`src/rtl/led_sweep_pkg.sv`:
```
// ----------------------------------------------------------------------------
// led_sweep_pkg
// Shared types and board defaults for the front-panel LED sweep sequencer.
//   state_t      : sweep FSM states (IDLE, UP, DOWN, HOLD)
//   DIR_UP/DOWN  : encoding of the dir output
//   BOARD_*      : default bar width and step divider for the board
// ----------------------------------------------------------------------------
package led_sweep_pkg;

  typedef enum logic [1:0] {
    IDLE = 2'd0,
    UP   = 2'd1,
    DOWN = 2'd2,
    HOLD = 2'd3
  } state_t;

  localparam logic DIR_UP   = 1'b0;
  localparam logic DIR_DOWN = 1'b1;

  localparam int BOARD_N_LEDS = 14;
  localparam int BOARD_DIV    = 1000000;
  localparam int BOARD_CNT_W  = 20;
  localparam int BOARD_POS_W  = 4;

endpackage

```
`src/rtl/step_tick_gen.sv`:
```
// ----------------------------------------------------------------------------
// step_tick_gen
// Single-clock step-rate divider. Counts enabled cycles 0..DIV-1 and raises
// tick combinationally on the last count, so the consumer advances on the
// same edge the counter wraps. No derived clock leaves this block.
// Ports:
//   clk   in  system clock
//   rst_n in  synchronous active-low reset
//   en    in  count enable (counter holds when low)
//   clr   in  synchronous clear of the counter, wins over en/tick
//   tick  out high during the cycle whose edge completes a step period
// ----------------------------------------------------------------------------
module step_tick_gen
  import led_sweep_pkg::*;
#(
  parameter int DIV   = BOARD_DIV,
  parameter int CNT_W = BOARD_CNT_W
) (
  input  logic clk,
  input  logic rst_n,
  input  logic en,
  input  logic clr,
  output logic tick
);

  localparam logic [CNT_W-1:0] LAST_CNT = CNT_W'(DIV - 1);

  logic [CNT_W-1:0] r_cnt;

  // With DIV=1 LAST_CNT is 0, so tick follows en every cycle.
  assign tick = en && (r_cnt == LAST_CNT);

  always_ff @(posedge clk) begin
    if (!rst_n) begin
      r_cnt <= '0;
    end else if (clr) begin
      r_cnt <= '0;
    end else if (tick) begin
      r_cnt <= '0;
    end else if (en) begin
      r_cnt <= r_cnt + CNT_W'(1);
    end
  end

endmodule

```
`src/rtl/led_sweep_ctrl.sv`:
```
// ----------------------------------------------------------------------------
// led_sweep_ctrl
// LED light-bar sweep sequencer. Walks a single lit LED across the bar at a
// rate set by step_tick_gen, bouncing at the ends or wrapping around.
// Ports:
//   clk     in  system clock
//   rst_n   in  synchronous active-low reset (priority over clear)
//   run     in  level: 1 = sweep advances, 0 = freeze (HOLD)
//   clear   in  pulse: abort and return to IDLE (priority over run/tick)
//   wrap    in  0 = bounce at ends, 1 = wrap (sampled at ends on a tick)
//   led_reg out one-hot LED drive, all-zero in IDLE
//   dir     out 0 = moving up, 1 = moving down
//   pos     out index of the lit LED
//   step    out one-cycle pulse the cycle after pos advanced
// ----------------------------------------------------------------------------
module led_sweep_ctrl
  import led_sweep_pkg::*;
#(
  parameter int N_LEDS = BOARD_N_LEDS,
  parameter int DIV    = BOARD_DIV,
  parameter int CNT_W  = BOARD_CNT_W,
  parameter int POS_W  = BOARD_POS_W
) (
  input  logic              clk,
  input  logic              rst_n,
  input  logic              run,
  input  logic              clear,
  input  logic              wrap,
  output logic [N_LEDS-1:0] led_reg,
  output logic              dir,
  output logic [POS_W-1:0]  pos,
  output logic              step
);

  localparam logic [POS_W-1:0] LAST_POS = POS_W'(N_LEDS - 1);
  localparam logic [POS_W-1:0] PREV_POS = POS_W'(N_LEDS - 2);

  state_t              r_state;
  logic [POS_W-1:0]    r_pos;
  logic                r_dir;
  logic [N_LEDS-1:0]   r_led;
  logic                r_step;

  state_t              w_state_next;
  logic [POS_W-1:0]    w_pos_next;
  logic                w_dir_next;
  logic [N_LEDS-1:0]   w_led_next;
  logic                w_step_next;

  logic                w_tick_en;
  logic                w_tick_clr;
  logic                w_tick;

  // Divider only runs while actively sweeping; it is held at zero in IDLE so
  // every sweep starts with a full step period on LED 0.
  assign w_tick_en  = run && ((r_state == UP) || (r_state == DOWN));
  assign w_tick_clr = clear || (r_state == IDLE);

  step_tick_gen #(
    .DIV   (DIV),
    .CNT_W (CNT_W)
  ) u_step_tick_gen (
    .clk   (clk),
    .rst_n (rst_n),
    .en    (w_tick_en),
    .clr   (w_tick_clr),
    .tick  (w_tick)
  );

  always_ff @(posedge clk) begin
    if (!rst_n) begin
      r_state <= IDLE;
      r_pos   <= '0;
      r_dir   <= DIR_UP;
      r_led   <= '0;
      r_step  <= 1'b0;
    end else begin
      r_state <= w_state_next;
      r_pos   <= w_pos_next;
      r_dir   <= w_dir_next;
      r_led   <= w_led_next;
      r_step  <= w_step_next;
    end
  end

  always_comb begin
    w_state_next = r_state;
    w_pos_next   = r_pos;
    w_dir_next   = r_dir;
    w_step_next  = 1'b0;

    if (clear) begin
      w_state_next = IDLE;
      w_pos_next   = '0;
      w_dir_next   = DIR_UP;
    end else begin
      unique case (r_state)
        IDLE: begin
          if (run) begin
            w_state_next = UP;
            w_pos_next   = '0;
            w_dir_next   = DIR_UP;
          end
        end
        UP: begin
          if (!run) begin
            w_state_next = HOLD;
          end else if (w_tick) begin
            w_step_next = 1'b1;
            if (r_pos != LAST_POS) begin
              w_pos_next = r_pos + POS_W'(1);
            end else if (!wrap) begin
              w_state_next = DOWN;
              w_dir_next   = DIR_DOWN;
              w_pos_next   = PREV_POS;
            end else begin
              w_pos_next = '0;
            end
          end
        end
        DOWN: begin
          if (!run) begin
            w_state_next = HOLD;
          end else if (w_tick) begin
            w_step_next = 1'b1;
            if (r_pos != '0) begin
              w_pos_next = r_pos - POS_W'(1);
            end else if (!wrap) begin
              w_state_next = UP;
              w_dir_next   = DIR_UP;
              w_pos_next   = POS_W'(1);
            end else begin
              w_pos_next = LAST_POS;
            end
          end
        end
        HOLD: begin
          // Resume in the frozen direction; the divider keeps its count.
          if (run) begin
            w_state_next = (r_dir == DIR_DOWN) ? DOWN : UP;
          end
        end
        default: begin
          w_state_next = IDLE;
        end
      endcase
    end
  end

  // LED decode from the next position keeps led_reg aligned with pos.
  for (genvar gi = 0; gi < N_LEDS; gi++) begin : g_led
    assign w_led_next[gi] = (w_state_next != IDLE) && (w_pos_next == POS_W'(gi));
  end

  assign led_reg = r_led;
  assign dir     = r_dir;
  assign pos     = r_pos;
  assign step    = r_step;

endmodule
```
`config.mk`:
```
export PLATFORM = sky130hd
export DESIGN_NAME = led_sweep_ctrl
export DESIGN_NICKNAME = d
export VERILOG_FILES = /design/src/rtl/led_sweep_pkg.sv /design/src/rtl/step_tick_gen.sv /design/src/rtl/led_sweep_ctrl.sv
export SDC_FILE = /design/constraint.sdc
export NUM_CORES = 1
export LEC_CHECK = 0
export CELL_PAD_IN_SITES_DETAIL_PLACEMENT = 0
export CELL_PAD_IN_SITES_GLOBAL_PLACEMENT = 2
export CORE_UTILIZATION = 30
export DETAILED_ROUTE_END_ITERATION = 8
export PLACE_DENSITY_LB_ADDON = 0.1
export SETUP_SLACK_MARGIN = 0.4
export SLEW_MARGIN = 0
export SYNTH_ARGS = -nofsm -noshare
export SYNTH_HDL_FRONTEND = slang
export SYNTH_SLANG_ARGS = --single-unit
```
`constraint.sdc`:
```
create_clock -name clk -period 2.7 [get_ports clk]
set_clock_uncertainty 0.1 [all_clocks]
set_input_delay 0.54 -clock clk [delete_from_list [all_inputs] [get_ports clk]]
set_output_delay 0.54 -clock clk [all_outputs]
set_load 0.02 [all_outputs]
```
==> out/results.tsv <==
stage	metric	value	unit
yosys	most frequent cells after synthesis	dfxtp_1, nor2_1, nand2_1, xor2_1, inv_1	
sta	Slew Viols, Final	0	
global_route	All-Layer GR Usage	16.69	%
clocking	CTS tree	built	
yosys	flops & latches, synth	42	
clocking	worst skew pair latency	300	ps
setup_path	Worst Path Buf+Inv	3	
global_route	largest net degree at the start of global routing	21	
sta	relative slew slack	64.19	%
sta	post-route clock period utilization	92.95	%
setup_path	Max stage delay on crit path	410	ps
yosys	synth top area cells	dfxtp_1, xor2_1, nor2_1, ha_1, nor4_1	
sta	hold slack	382.9	ps
setup_path	crit path launch type	flop	
floorplanning	num rows	30	
setup_path	critical path class	reg2reg	
floorplanning	die area	7747	µm²
status	status	complete, no violations	
power	PD cells	383.7	nW/µm²
yosys	register area share after synthesis	37.88	%
placed_design	gpl congestion	0.8140	
sta	crit path time final	2510	ps
setup_path	Critical Path, Cell by Cell	inv_2 -> ha_4 -> or3b_4 -> or2_2 -> a21oi_2 -> o311a_4 -> buf_6 -> o211ai_1 -> buf_4 -> nor4b_2	
sta	endpoints failing setup	0	
yosys	cells after synthesis	257	
cells_and_area	number of flip-flops in the largest register	20	
clocking	CTS buffer count	5	
clocking	CTS root buf	clkbuf_8	
setup_path	r2r setup slk	190	ps
power	Max VDD drop	0.0001967	V
power	leak pwr	1.195	nW
hold_path	Hold WC Path Type	reg2reg	
global_route	initial antenna violation count	0	
yosys	most frequent cell after synthesis	dfxtp_1	
clocking	Reg clk slew, reported paths	90	ps
cells_and_area	layout cells sized above 1	30.12	%
sta	fmax	398.5	MHz
sta	worst-margin pin slew	523.6	ps
routing	Routed WL per cell	14.65	µm
cells_and_area	area grow syn2layout	45.32	%
cells_and_area	Antenna diodes	0	
yosys	Synth Warn #	0	
global_route	grt ovf	0	
global_route	global-route wire length before repair	10010	µm
yosys	top cell type's share of synthesized area	37.88	%
routing	final WL	6122	µm
setup_path	delay-heaviest family, CP	simple AND/OR/NAND/NOR gates	
yosys	Synth Area per Inst	8.637	µm²
placed_design	HPWL after DPL	4212	µm
routing	Residual DRC	0	
yosys	Yosys top cell by area	dfxtp_1	
routing	post-route ant nets	0	
floorplanning	Die Y	88.02	µm
floorplanning	Starting Density	31.79	%
yosys	ys flop type	dfxtp_1	
cells_and_area	Core Util, Final	46.20	%
floorplanning	I/O pins	25	
cells_and_area	fin nets	334	
routing	number of vias in the routed layout	2087	
routing	Avg Vias per Cell	4.993	
global_route	vias in the first global route	2025	
setup_path	critical path endpoint category	flop	
placed_design	IO buf count	24	
clocking	Max clock buf depth	2	
routing	TritonRoute pass-1 iters	4	
setup_path	Required @ worst endpoint	2790	ps
routing	drt initial violations	75	
setup_path	Critical Path AT	2600	ps
sta	Hold Fails Final Rpt	0	
yosys	number of synthesized flops with an enable pin	0	
sta	RSZ-0062 raised after global routing	yes	
yosys	post-synthesis net count	270	
floorplanning	core area	6982	µm²
yosys	asr flop ratio synth	0	%
clocking	CTS H-Tree Depth	2	
yosys	Mapped Area	2220	µm²
floorplanning	Die Wd	88.02	µm
clocking	clock sinks	42	
setup_path	Crit Path Max Fanout	7	
job	max cap viols	0	
clocking	# hold bufs at CTS	0	
yosys	Netlist cell types	54	
setup_path	Worst path slowest cell	or3b_4	
cell type report:
cell class / count / area [µm²]
multi-input combinational: 193 / 1520
clock buffer: 8 / 101.3
tap: 96 / 120.1
inverter: 12 / 50.05
timing repair buffer: 67 / 580.6
sequential: 42 / 853.3
fill: 725 / 3756
cell usage in the layout (no fill, tap or decap), types with 4 or more instances in the layout:
| master | count |
|---|---|
| nand2_1 | 14 |
| and3_1 | 7 |
| nor2b_1 | 4 |
| dfxtp_1 | 38 |
| and2_1 | 5 |
| nor4_2 | 8 |
| nor2_1 | 29 |
| nand3_1 | 11 |
| a21oi_1 | 9 |
| nand4_1 | 5 |
| ha_4 | 4 |
| xor2_1 | 15 |
| clkbuf_8 | 5 |
| inv_1 | 8 |
| clkdlybuf4s50_1 | 22 |
| nor3_1 | 5 |
| buf_4 | 40 |
| o211ai_1 | 4 |
kinds of logic (layout without fill, tap and decap cells):
family | count (synthesis) | count (layout) | share of synthesized area (%)
compound gates | 47 | 47 | 15.67
fa+ha+maj | 8 | 8 | 4.510
flops | 42 | 42 | 37.88
xor+xnor | 18 | 18 | 7.103
mux | 1 | 1 | 0.4510
simple gates | 119 | 119 | 30.61
buf+inv | 22 | 87 | 3.776
report_power, final:
group | internal, mW | total (mW) | switching, mW | leakage [nW]
clock network | 0.240 | 0.459 | 0.219 | 0.0506
logic | 0.0705 | 0.154 | 0.0837 | 0.803
registers | 0.620 | 0.624 | 0.00384 | 0.341
total | 0.931 | 1.24 | 0.307 | 1.19
stage by stage:
step	power (mW)	area, µm²	setup TNS [ps]	setup slack [ps]	cells
after floorplan	0.7148	2283	0	296.1	257
after global placement	0.7689	2840	-3123	-346.5	398
after detailed placement	0.7640	2840	-2671	-278.5	398
after CTS	1.243	3128	0	235.2	413
after global routing	1.294	3226	0	117.6	418
final	1.238	3226	0	190.4	418
routing by layer:
layer	routed length (µm)	track usage, %	up-vias
met4	59	4.839	0
met2	2514	23.82	50
li1	-	-	1058
met3	283	3.205	7
met5	0	0	-
met1	3263	25.17	972
worst reg2reg max path, delay by kind of cell, from the launching register on:
kind	cells	cell delay [ps]
simple gates	3	970
fa+ha+maj	1	170
flops	1	370
buf+inv	3	340
compound gates	3	470
what timing repair did:
| item | 4_1_cts | 5_1_grt |
|---|---|---|
| resized for setup | 32 | 12 |
| endpoints found under the setup margin | 17 | 18 |
| hold endpoints to repair | 0 | 0 |
| buffers inserted | 7 | 5 |
| pin swaps | 11 | 5 |
worst paths after layout:
check | startpoint | to | cells after the start
max | pos[0]$_SDFF_PN0_ | led_reg[9]$_SDFF_PN0_ | 10
min | u_step_tick_gen.r_cnt[1]$_SDFFE_PP0N_ | u_step_tick_gen.r_cnt[1]$_SDFFE_PP0N_ | 2
max reg2reg | pos[0]$_SDFF_PN0_ | led_reg[9]$_SDFF_PN0_ | 10
min reg2reg | u_step_tick_gen.r_cnt[1]$_SDFFE_PP0N_ | u_step_tick_gen.r_cnt[1]$_SDFFE_PP0N_ | 2
Power figures use the tool's default switching activity.
